## config.mk

```make
export PLATFORM = sky130hd
export DESIGN_NAME = ps2_scancode_rx_flat
export DESIGN_NICKNAME = d
export VERILOG_FILES = /design/src/rtl/ps2_scancode_rx_if.sv /design/src/rtl/ps2_scancode_rx.sv /design/src/flat_wrapper.sv
export SDC_FILE = /design/constraint.sdc
export NUM_CORES = 1
export LEC_CHECK = 0
export CAP_MARGIN = 20
export CORE_MARGIN = 3
export CORE_UTILIZATION = 60
export CTS_CLUSTER_SIZE = 25
export DETAILED_ROUTE_END_ITERATION = 6
export MAX_ROUTING_LAYER = met4
export PLACE_DENSITY = 0.87
export SYNTH_ARGS = -nofsm -noshare
export SYNTH_HDL_FRONTEND = slang
export SYNTH_SLANG_ARGS = --single-unit
export TNS_END_PERCENT = 1
```

## constraint.sdc

```tcl
create_clock -name clock -period 2.8 [get_ports clock]
set_input_delay 0.56 -clock clock [delete_from_list [all_inputs] [get_ports clock]]
set_output_delay 0.56 -clock clock [all_outputs]
set_load 0.02 [all_outputs]
```

## src/rtl/ps2_scancode_rx_if.sv

```systemverilog
// PS/2 receive-side signal bundle: raw pins in, decoded scan-code stream out.
interface ps2_scancode_rx_if;
    logic       ps2_clock;
    logic       ps2_data;
    logic [7:0] ps2_code;
    logic       ps2_code_new;
    logic       frame_error;
    logic       rx_busy;

    // master: the frame decoder; slave: pin driver and scan-code consumer
    modport master (
        input  ps2_clock,
        input  ps2_data,
        output ps2_code,
        output ps2_code_new,
        output frame_error,
        output rx_busy
    );

    modport slave (
        output ps2_clock,
        output ps2_data,
        input  ps2_code,
        input  ps2_code_new,
        input  frame_error,
        input  rx_busy
    );
endinterface

```

## src/rtl/ps2_scancode_rx.sv

```systemverilog
// Receive-only PS/2 device-to-host frame decoder: synchronise, deglitch clock,
// deserialise start/8 data/odd parity/stop, emit raw bytes with a one-cycle strobe.
module ps2_scancode_rx #(
    parameter int unsigned FILTER_LEN     = 8,
    parameter int unsigned TIMEOUT_CYCLES = 10000
) (
    input logic              clock,
    input logic              reset_n,
    ps2_scancode_rx_if.master ps2
);

    localparam int unsigned FILT_W = $clog2(FILTER_LEN + 1);
    localparam int unsigned TMO_W  = $clog2(TIMEOUT_CYCLES + 1);
    localparam int unsigned BIT_W  = 3;

    typedef enum logic [1:0] {
        IDLE,
        DATA,
        PARITY,
        STOP
    } state_t;

    logic              clk_s1, clk_s2;
    logic              dat_s1, dat_s2;
    logic              clk_f, clk_f_d;
    logic [FILT_W-1:0] filt_cnt;
    logic              fall_c;

    state_t            state_q, state_d;
    logic [7:0]        shift_q, shift_d;
    logic [BIT_W-1:0]  bit_q, bit_d;
    logic              par_q, par_d;
    logic [TMO_W-1:0]  tmo_q, tmo_d;
    logic [7:0]        code_q, code_d;
    logic              new_q, new_d;
    logic              err_q, err_d;
    logic              busy_q, busy_d;

    // Two-stage synchronisers; idle-high reset matches the bus idle level
    always_ff @(posedge clock) begin
        if (!reset_n) begin
            clk_s1 <= 1'b1;
            clk_s2 <= 1'b1;
            dat_s1 <= 1'b1;
            dat_s2 <= 1'b1;
        end else begin
            clk_s1 <= ps2.ps2_clock;
            clk_s2 <= clk_s1;
            dat_s1 <= ps2.ps2_data;
            dat_s2 <= dat_s1;
        end
    end

    // Clock filter: follow a new level only after it has held for FILTER_LEN clocks
    always_ff @(posedge clock) begin
        if (!reset_n) begin
            clk_f    <= 1'b1;
            clk_f_d  <= 1'b1;
            filt_cnt <= '0;
        end else begin
            clk_f_d <= clk_f;
            if (clk_s2 == clk_f) begin
                filt_cnt <= '0;
            end else if (filt_cnt == FILT_W'(FILTER_LEN - 1)) begin
                clk_f    <= clk_s2;
                filt_cnt <= '0;
            end else begin
                filt_cnt <= filt_cnt + FILT_W'(1);
            end
        end
    end

    assign fall_c = clk_f_d & ~clk_f;

    // FSM and output registers
    always_ff @(posedge clock) begin
        if (!reset_n) begin
            state_q <= IDLE;
            shift_q <= '0;
            bit_q   <= '0;
            par_q   <= 1'b0;
            tmo_q   <= '0;
            code_q  <= 8'h00;
            new_q   <= 1'b0;
            err_q   <= 1'b0;
            busy_q  <= 1'b0;
        end else begin
            state_q <= state_d;
            shift_q <= shift_d;
            bit_q   <= bit_d;
            par_q   <= par_d;
            tmo_q   <= tmo_d;
            code_q  <= code_d;
            new_q   <= new_d;
            err_q   <= err_d;
            busy_q  <= busy_d;
        end
    end

    // Next-state and output decode; a sampled fall always wins over timeout
    always_comb begin
        state_d = state_q;
        shift_d = shift_q;
        bit_d   = bit_q;
        par_d   = par_q;
        code_d  = code_q;
        new_d   = 1'b0;
        err_d   = 1'b0;
        tmo_d   = (state_q == IDLE || fall_c) ? '0 : tmo_q + TMO_W'(1);

        case (state_q)
            IDLE: begin
                if (fall_c) begin
                    if (!dat_s2) begin
                        shift_d = '0;
                        bit_d   = '0;
                        state_d = DATA;
                    end else begin
                        err_d = 1'b1;
                    end
                end
            end
            DATA: begin
                if (fall_c) begin
                    shift_d = {dat_s2, shift_q[7:1]};
                    bit_d   = bit_q + BIT_W'(1);
                    if (bit_q == BIT_W'(7)) begin
                        state_d = PARITY;
                    end
                end
            end
            PARITY: begin
                if (fall_c) begin
                    par_d   = dat_s2;
                    state_d = STOP;
                end
            end
            STOP: begin
                if (fall_c) begin
                    if (dat_s2 && ((^shift_q) ^ par_q)) begin
                        code_d = shift_q;
                        new_d  = 1'b1;
                    end else begin
                        err_d = 1'b1;
                    end
                    state_d = IDLE;
                end
            end
            default: state_d = IDLE;
        endcase

        if (!fall_c && state_q != IDLE && tmo_q == TMO_W'(TIMEOUT_CYCLES)) begin
            state_d = IDLE;
            err_d   = 1'b1;
            tmo_d   = '0;
        end

        busy_d = (state_d != IDLE);
    end

    assign ps2.ps2_code     = code_q;
    assign ps2.ps2_code_new = new_q;
    assign ps2.frame_error  = err_q;
    assign ps2.rx_busy      = busy_q;

endmodule
```

## src/flat_wrapper.sv

```systemverilog
// flat-port wrapper written by rule: the top's interface ports become plain ports
module ps2_scancode_rx_flat 
#(
    parameter int unsigned FILTER_LEN     = 8,
    parameter int unsigned TIMEOUT_CYCLES = 10000
)
  (clock, reset_n, ps2_ps2_clock, ps2_ps2_data, ps2_ps2_code, ps2_ps2_code_new, ps2_frame_error, ps2_rx_busy);
  ps2_scancode_rx_if ps2_i ();
  input logic clock;
  input logic reset_n;
  input wire logic [$bits(ps2_i.ps2_clock)-1:0] ps2_ps2_clock;
  input wire logic [$bits(ps2_i.ps2_data)-1:0] ps2_ps2_data;
  output wire logic [$bits(ps2_i.ps2_code)-1:0] ps2_ps2_code;
  output wire logic [$bits(ps2_i.ps2_code_new)-1:0] ps2_ps2_code_new;
  output wire logic [$bits(ps2_i.frame_error)-1:0] ps2_frame_error;
  output wire logic [$bits(ps2_i.rx_busy)-1:0] ps2_rx_busy;
  assign ps2_i.ps2_clock = ps2_ps2_clock;
  assign ps2_i.ps2_data = ps2_ps2_data;
  assign ps2_ps2_code = ps2_i.ps2_code;
  assign ps2_ps2_code_new = ps2_i.ps2_code_new;
  assign ps2_frame_error = ps2_i.frame_error;
  assign ps2_rx_busy = ps2_i.rx_busy;
  ps2_scancode_rx #(.FILTER_LEN(FILTER_LEN), .TIMEOUT_CYCLES(TIMEOUT_CYCLES)) u_core (.clock(clock), .reset_n(reset_n), .ps2(ps2_i));
endmodule
```

Word-level counts from Yosys, hierarchy flattened
Index checks and enable logic that the tools add are counted.
{"block": "totals", "in_bits": 4, "elab_cells": 74, "output_inout_bits": 11, "regBits": 49}
{"block": "classes", "bitwise": 5, "muxes": 23, "n_eq_ne": 10, "n_reduce_logical": 17, "addsub": 3}
{"cell": "$mux W8", "n": 3}
{"cell": "$pmux W8 S2", "n": 1}
{"cell": "$add A14 B1 Y14 const B", "n": 1}
{"cell": "$eq A14 B14 Y1 const B", "n": 1}
{"cell": "$mux W2", "n": 7}
{"cell": "$mux W3", "n": 3}
{"cell": "$pmux W2 S4", "n": 1}
{"cell": "$reduce_xor A8 Y1", "n": 1}
{"cell": "$mux W1", "n": 6}
{"cell": "$pmux W3 S2", "n": 1}
{"cell": "$reduce_and A3 Y1", "n": 2}
{"cell": "$reduce_bool A2 Y1", "n": 3}
{"cell": "$reduce_or A3 Y1", "n": 2}
{"cell": "$add A4 B1 Y4 const B", "n": 1}
{"cell": "$eq A2 B2 Y1 const B", "n": 2}
{"cell": "$eq A4 B3 Y1 const B", "n": 1}
{"cell": "$ne A2 B1 Y1 const B", "n": 2}
{"cell": "$reduce_and A2 Y1", "n": 2}
{"cell": "$reduce_and A4 Y1", "n": 1}
{"cell": "$add A3 B1 Y3 const B", "n": 1}
{"cell": "$eq A3 B3 Y1 const B", "n": 1}
{"cell": "$logic_and A1 B1 Y1", "n": 3}
{"cell": "$not A1 Y1", "n": 3}
{"cell": "$eq A2 B1 Y1 const B", "n": 1}
{"cell": "other kinds (8)", "n": 8}

Longest topological paths before layout
{"block": "logic_depth", "depth_word": 7, "ltp_mapped": 8, "mapped_depth_nobuf": 6}

Worst setup path before layout
Ideal clock, no wire load.
{"block": "synth_path", "path_type": "flip-flop to flip-flop", "from": "register u_core.state_q[0]", "to": "register u_core.bit_q[0]", "period_less_slack_ns": 1.663, "arrival_ns": 1.598, "path_slack_ns": 1.137, "required_time_ns": 2.735, "path_buffers": 2, "stages_incl_launch_ff": 9, "setup_ns": 0.065, "cell_sequence": "dfxtp_1 -> inv_1 -> ha_1 -> clkbuf_1 -> nor2b_1 -> o21ai_0 -> clkbuf_1 -> mux2i_1 -> nor2_1"}
{"block": "synth_between", "elab_chain_len": 3, "word_cells_on_any_way": 8, "cone_classes": "eq/ne: 4; mux: 1; reduce/logical: 3"}
{"item": "start: declaration", "line": "ps2_scancode_rx.sv:29", "rtl": "state_t state_q, state_d;"}
{"item": "start signal: assignment", "line": "ps2_scancode_rx.sv:88", "rtl": "state_q <= state_d;"}
{"item": "$eq A2 B1 Y1 / $logic_not A2 Y1 (equally long branches)", "line": "ps2_scancode_rx.sv:111", "rtl": "case (state_q)"}
{"item": "$ne A2 B1 Y1 (no line), or another cell as far along"}
{"item": "$reduce_and A4 Y1 (no line)"}
{"item": "end signal: assignment", "line": "ps2_scancode_rx.sv:90", "rtl": "bit_q <= bit_d;"}
{"item": "end: declaration", "line": "ps2_scancode_rx.sv:31", "rtl": "logic [BIT_W-1:0] bit_q, bit_d;"}
Several ways; a longest one is shown, not always the timed one.
A chain may end at the register's enable or synchronous reset.

Worst setup path in the final report
{"block": "layout_path", "from": "register u_core.clk_f", "to": "register u_core.code_q[7] (netlist: u_core.ps2.ps2_code[7])"}
{"block": "layout_between", "elab_chain_len": 3}
{"item": "start: declaration", "line": "ps2_scancode_rx.sv:25", "rtl": "logic clk_f, clk_f_d;"}
{"item": "start signal: assignment", "line": "ps2_scancode_rx.sv:65", "rtl": "clk_f <= clk_s2;"}
{"item": "$not A1 Y1", "line": "ps2_scancode_rx.sv:73", "rtl": "assign fall_c = clk_f_d & ~clk_f;"}
{"item": "$and A1 B1 Y1", "line": "ps2_scancode_rx.sv:73"}
{"item": "$reduce_and A3 Y1 (no line)"}
{"item": "end signal: assignment", "line": "ps2_scancode_rx.sv:93", "rtl": "code_q <= code_d;"}
{"item": "end: declaration", "line": "ps2_scancode_rx.sv:34", "rtl": "logic [7:0] code_q, code_d;"}
No other way between the ends.

==> impl_metrics.ini <==
[sta]
min_period_over_period_pct = 69.7
worst_slew_pin_slew_ps = 717
setup_tns_ps = 0
hold_viol_final = 0
skew_ps = 2.99
slew_headroom_pct = 51.6
setup_viol = 0
max_freq_mhz = 512
slew_violations = 0
grt_setup_unrepaired = false
period_needed_ps = 1950

[grt]
use_met3_pct = 5.64
gr-max-usage-layer = met2
grtUsageTotal_pct = 19.9
gr-usage-met1_pct = 23.9
antenna_found_initial = 0
overflow = 0
grt_max_degree = 27
met2_usage_pct = 32.5
grt_pass1_vias = 1492
grt_first_pass_wirelength_mm = 6.42

[floorplan]
start_util_pct = 65.9
die_area_um2 = 4270
row_count = 20
core-area_um2 = 3200
die_h_um = 65.3
io_pins = 15
die_width_um = 65.3

[worst_setup_path]
worstPathCellList = nor2b_1 > nand4b_1 > mux2i_4 > mux2i_1
end_kind = register
crit_slowest_cell = nor2b_1
cp.arrival_ps = 2240
critPathMaxFanout = 12
critPathMaxStageDelay_ps = 560
cp.required_ps = 3090
cp-start-kind = register
critPathBufInv = 0
critPathTopFamily = simple AND/OR/NAND/NOR gates
crit_type = register to register

[cts]
clk_path_buf_depth = 2
clkSinkCount = 49
cts_setup_buffers = 0
numCtsBuffers = 5
clk_latency_ps = 350
cts.repair.resized = 0
clkTransAtPathRegs_ps = 120
cts_tree = done
hold_buffers = 0
htreeDepth = 2
cts_root_buf = clkbuf_4

[logic_synthesis]
postSynthCellCount = 227
synth_top_area_share_pct = 46.5
yosys.cell_types.count = 34
synth-seq-area-share_pct = 46.5
yosysTopAreaCell = dfxtp_1
syn_nets = 240
synth_area_per_cell_um2 = 9.30
netlist_area_um2 = 2110
synthTopCellsByArea = dfxtp_1 (46%), ha_1 (5.3%), mux2i_1 (4.7%)
ys_ff_latch = 49
ys_warn_count = 0

[final_layout]
drive_above_1_share_pct = 4.17
antennaDiodeCount = 0
area_growth_pct = 11.9
finalCoreUtilization_pct = 73.7
finish.instance_area_um2 = 2360
fin_nets = 252

[detailed_routing]
wl_per_cell_um = 13.2
num_vias = 1593
first_pass_iters = 4
via_per_inst = 5.61
drt-total-wl_mm = 3.75
drt_iter0_drc = 93
postRouteAntennaNets = 0
drc = 0

[power]
power_density_nw_per_um2 = 482
leakage_nw = 0.827
max-vdd-ir-drop_mv = 0.316
power.total_mw = 1.14

[place]
io_buffers = 14
place_hpwl_mm = 2.58
globalplace.congestion = 0.837
placedInstanceArea_um2 = 2270

[flow_run]
drv_cap = 0

[status]
outcome = complete, no violations

[worst_hold_path]
hold_class = register to register
## final timing paths
path,start,endpoint,slack (ps),cells after the start
worst max-delay path,u_core.clk_f,u_core.ps2.ps2_code[7],850,4
worst min-delay path,u_core.clk_s1,u_core.clk_s2,430,1
worst max register to register,u_core.clk_f,u_core.ps2.ps2_code[7],850,4
worst min register to register,u_core.clk_s1,u_core.clk_s2,430,1
## cells in the final DEF, fill, tap and decap left out, drive strengths merged, types with 2 or more instances in the layout
master / synthesis / routed
dfxtp: 49 / 49
nand2: 26 / 26
nor2: 26 / 26
clkdlybuf4s50: 0 / 14
mux2i: 11 / 11
a22oi: 10 / 10
ha: 9 / 9
inv: 8 / 8
xor2: 8 / 8
a21oi: 7 / 7
nand3: 7 / 7
xnor2: 7 / 7
clkbuf: 10 / 7
o21ai: 6 / 6
nand2b: 6 / 6
nand4: 5 / 5
and3: 4 / 4
nor2b: 3 / 3
nor4: 3 / 3
nor3: 3 / 3
or3: 3 / 3
nand4b: 2 / 2
and2: 2 / 2
xnor3: 2 / 2
buf: 1 / 2
## power breakdown
part	internal, mW	switching (mW)
sequential	0.700	0.00224
combinational	0.00716	0.0110
clock	0.213	0.205
total	0.921	0.218
## logic make-up after synthesis
family / count (synthesis) / synth area share [%]
AND/OR/NAND/NOR: 93 / 21.3
flip-flops: 49 / 46.5
AO/OA/AOI/OAI: 29 / 9.25
buffers and inverters: 19 / 3.44
XOR/XNOR: 17 / 8.36
multiplexers: 11 / 5.81
adder cells (fa/ha/maj): 9 / 5.34
## Yosys cell counts (all sizes together)
cell type and number:
nor2 26, nor4b 1, xnor2 7, and2 2, a2111o 1, o21a 1, mux2i 11, o32ai 1
nor4 3, inv 8, buf 1, o32a 1, a21oi 7, a22oi 10, nor2b 3, dfxtp 49
ha 9, nand2 26, or3 3, and3 4, nand4b 2, xor2 8, nand3b 1, nor3 3
nand4 5, nand3 7, and4 1, o311ai 1, a311oi 1, clkbuf 10, xnor3 2, nand2b 6
o21ai 6
## metal layers
layer  vias up  part of all wire, %
li1        800                    -
met1       747                   49
met2        40                   45
met3         6                  5.0
met4         0                  1.1
met5         -                    0
## sequential cells by signal, summed over array words and instances (netlist names)
register                 cells
u_core.par_q                 1
u_core.clk_f_d               1
u_core.clk_s1                1
u_core.state_q               2
u_core.dat_s2                1
u_core.filt_cnt              4
u_core.clk_s2                1
u_core.clk_f                 1
u_core.dat_s1                1
u_core.ps2.ps2_code          8
u_core.ps2.rx_busy           1
u_core.ps2.frame_error       1
u_core.shift_q               8
u_core.tmo_q                14
u_core.bit_q                 3
u_core.ps2.ps2_code_new      1
## stage by stage
| step | setup WS, ps | hold slack, ps | cells |
|---|---|---|---|
| 2_1_floorplan | 1140 | 386 | 227 |
| 3_3_place_gp | 655 | 401 | 275 |
| 3_5_place_dp | 573 | 396 | 275 |
| 4_1_cts | 621 | 430 | 283 |
| 5_1_grt | 687 | 451 | 284 |
| 6_report | 849 | 427 | 284 |
## cell type report
type / count / area, µm²
tap: 44 / 55.1
inverter: 8 / 30.0
clock buffer: 7 / 55.1
sequential: 49 / 981
timing repair buffer: 16 / 153
multi-input combinational: 159 / 1060
fill: 246 / 842
clock inverter: 1 / 30.0
## worst reg2reg max path, delay by kind of cell (launching register included)
kind	cells	cell delay, ps
simple gates	2	810
flops	1	380
mux	2	700
Note: power is estimated with default switching activity, not from simulation.
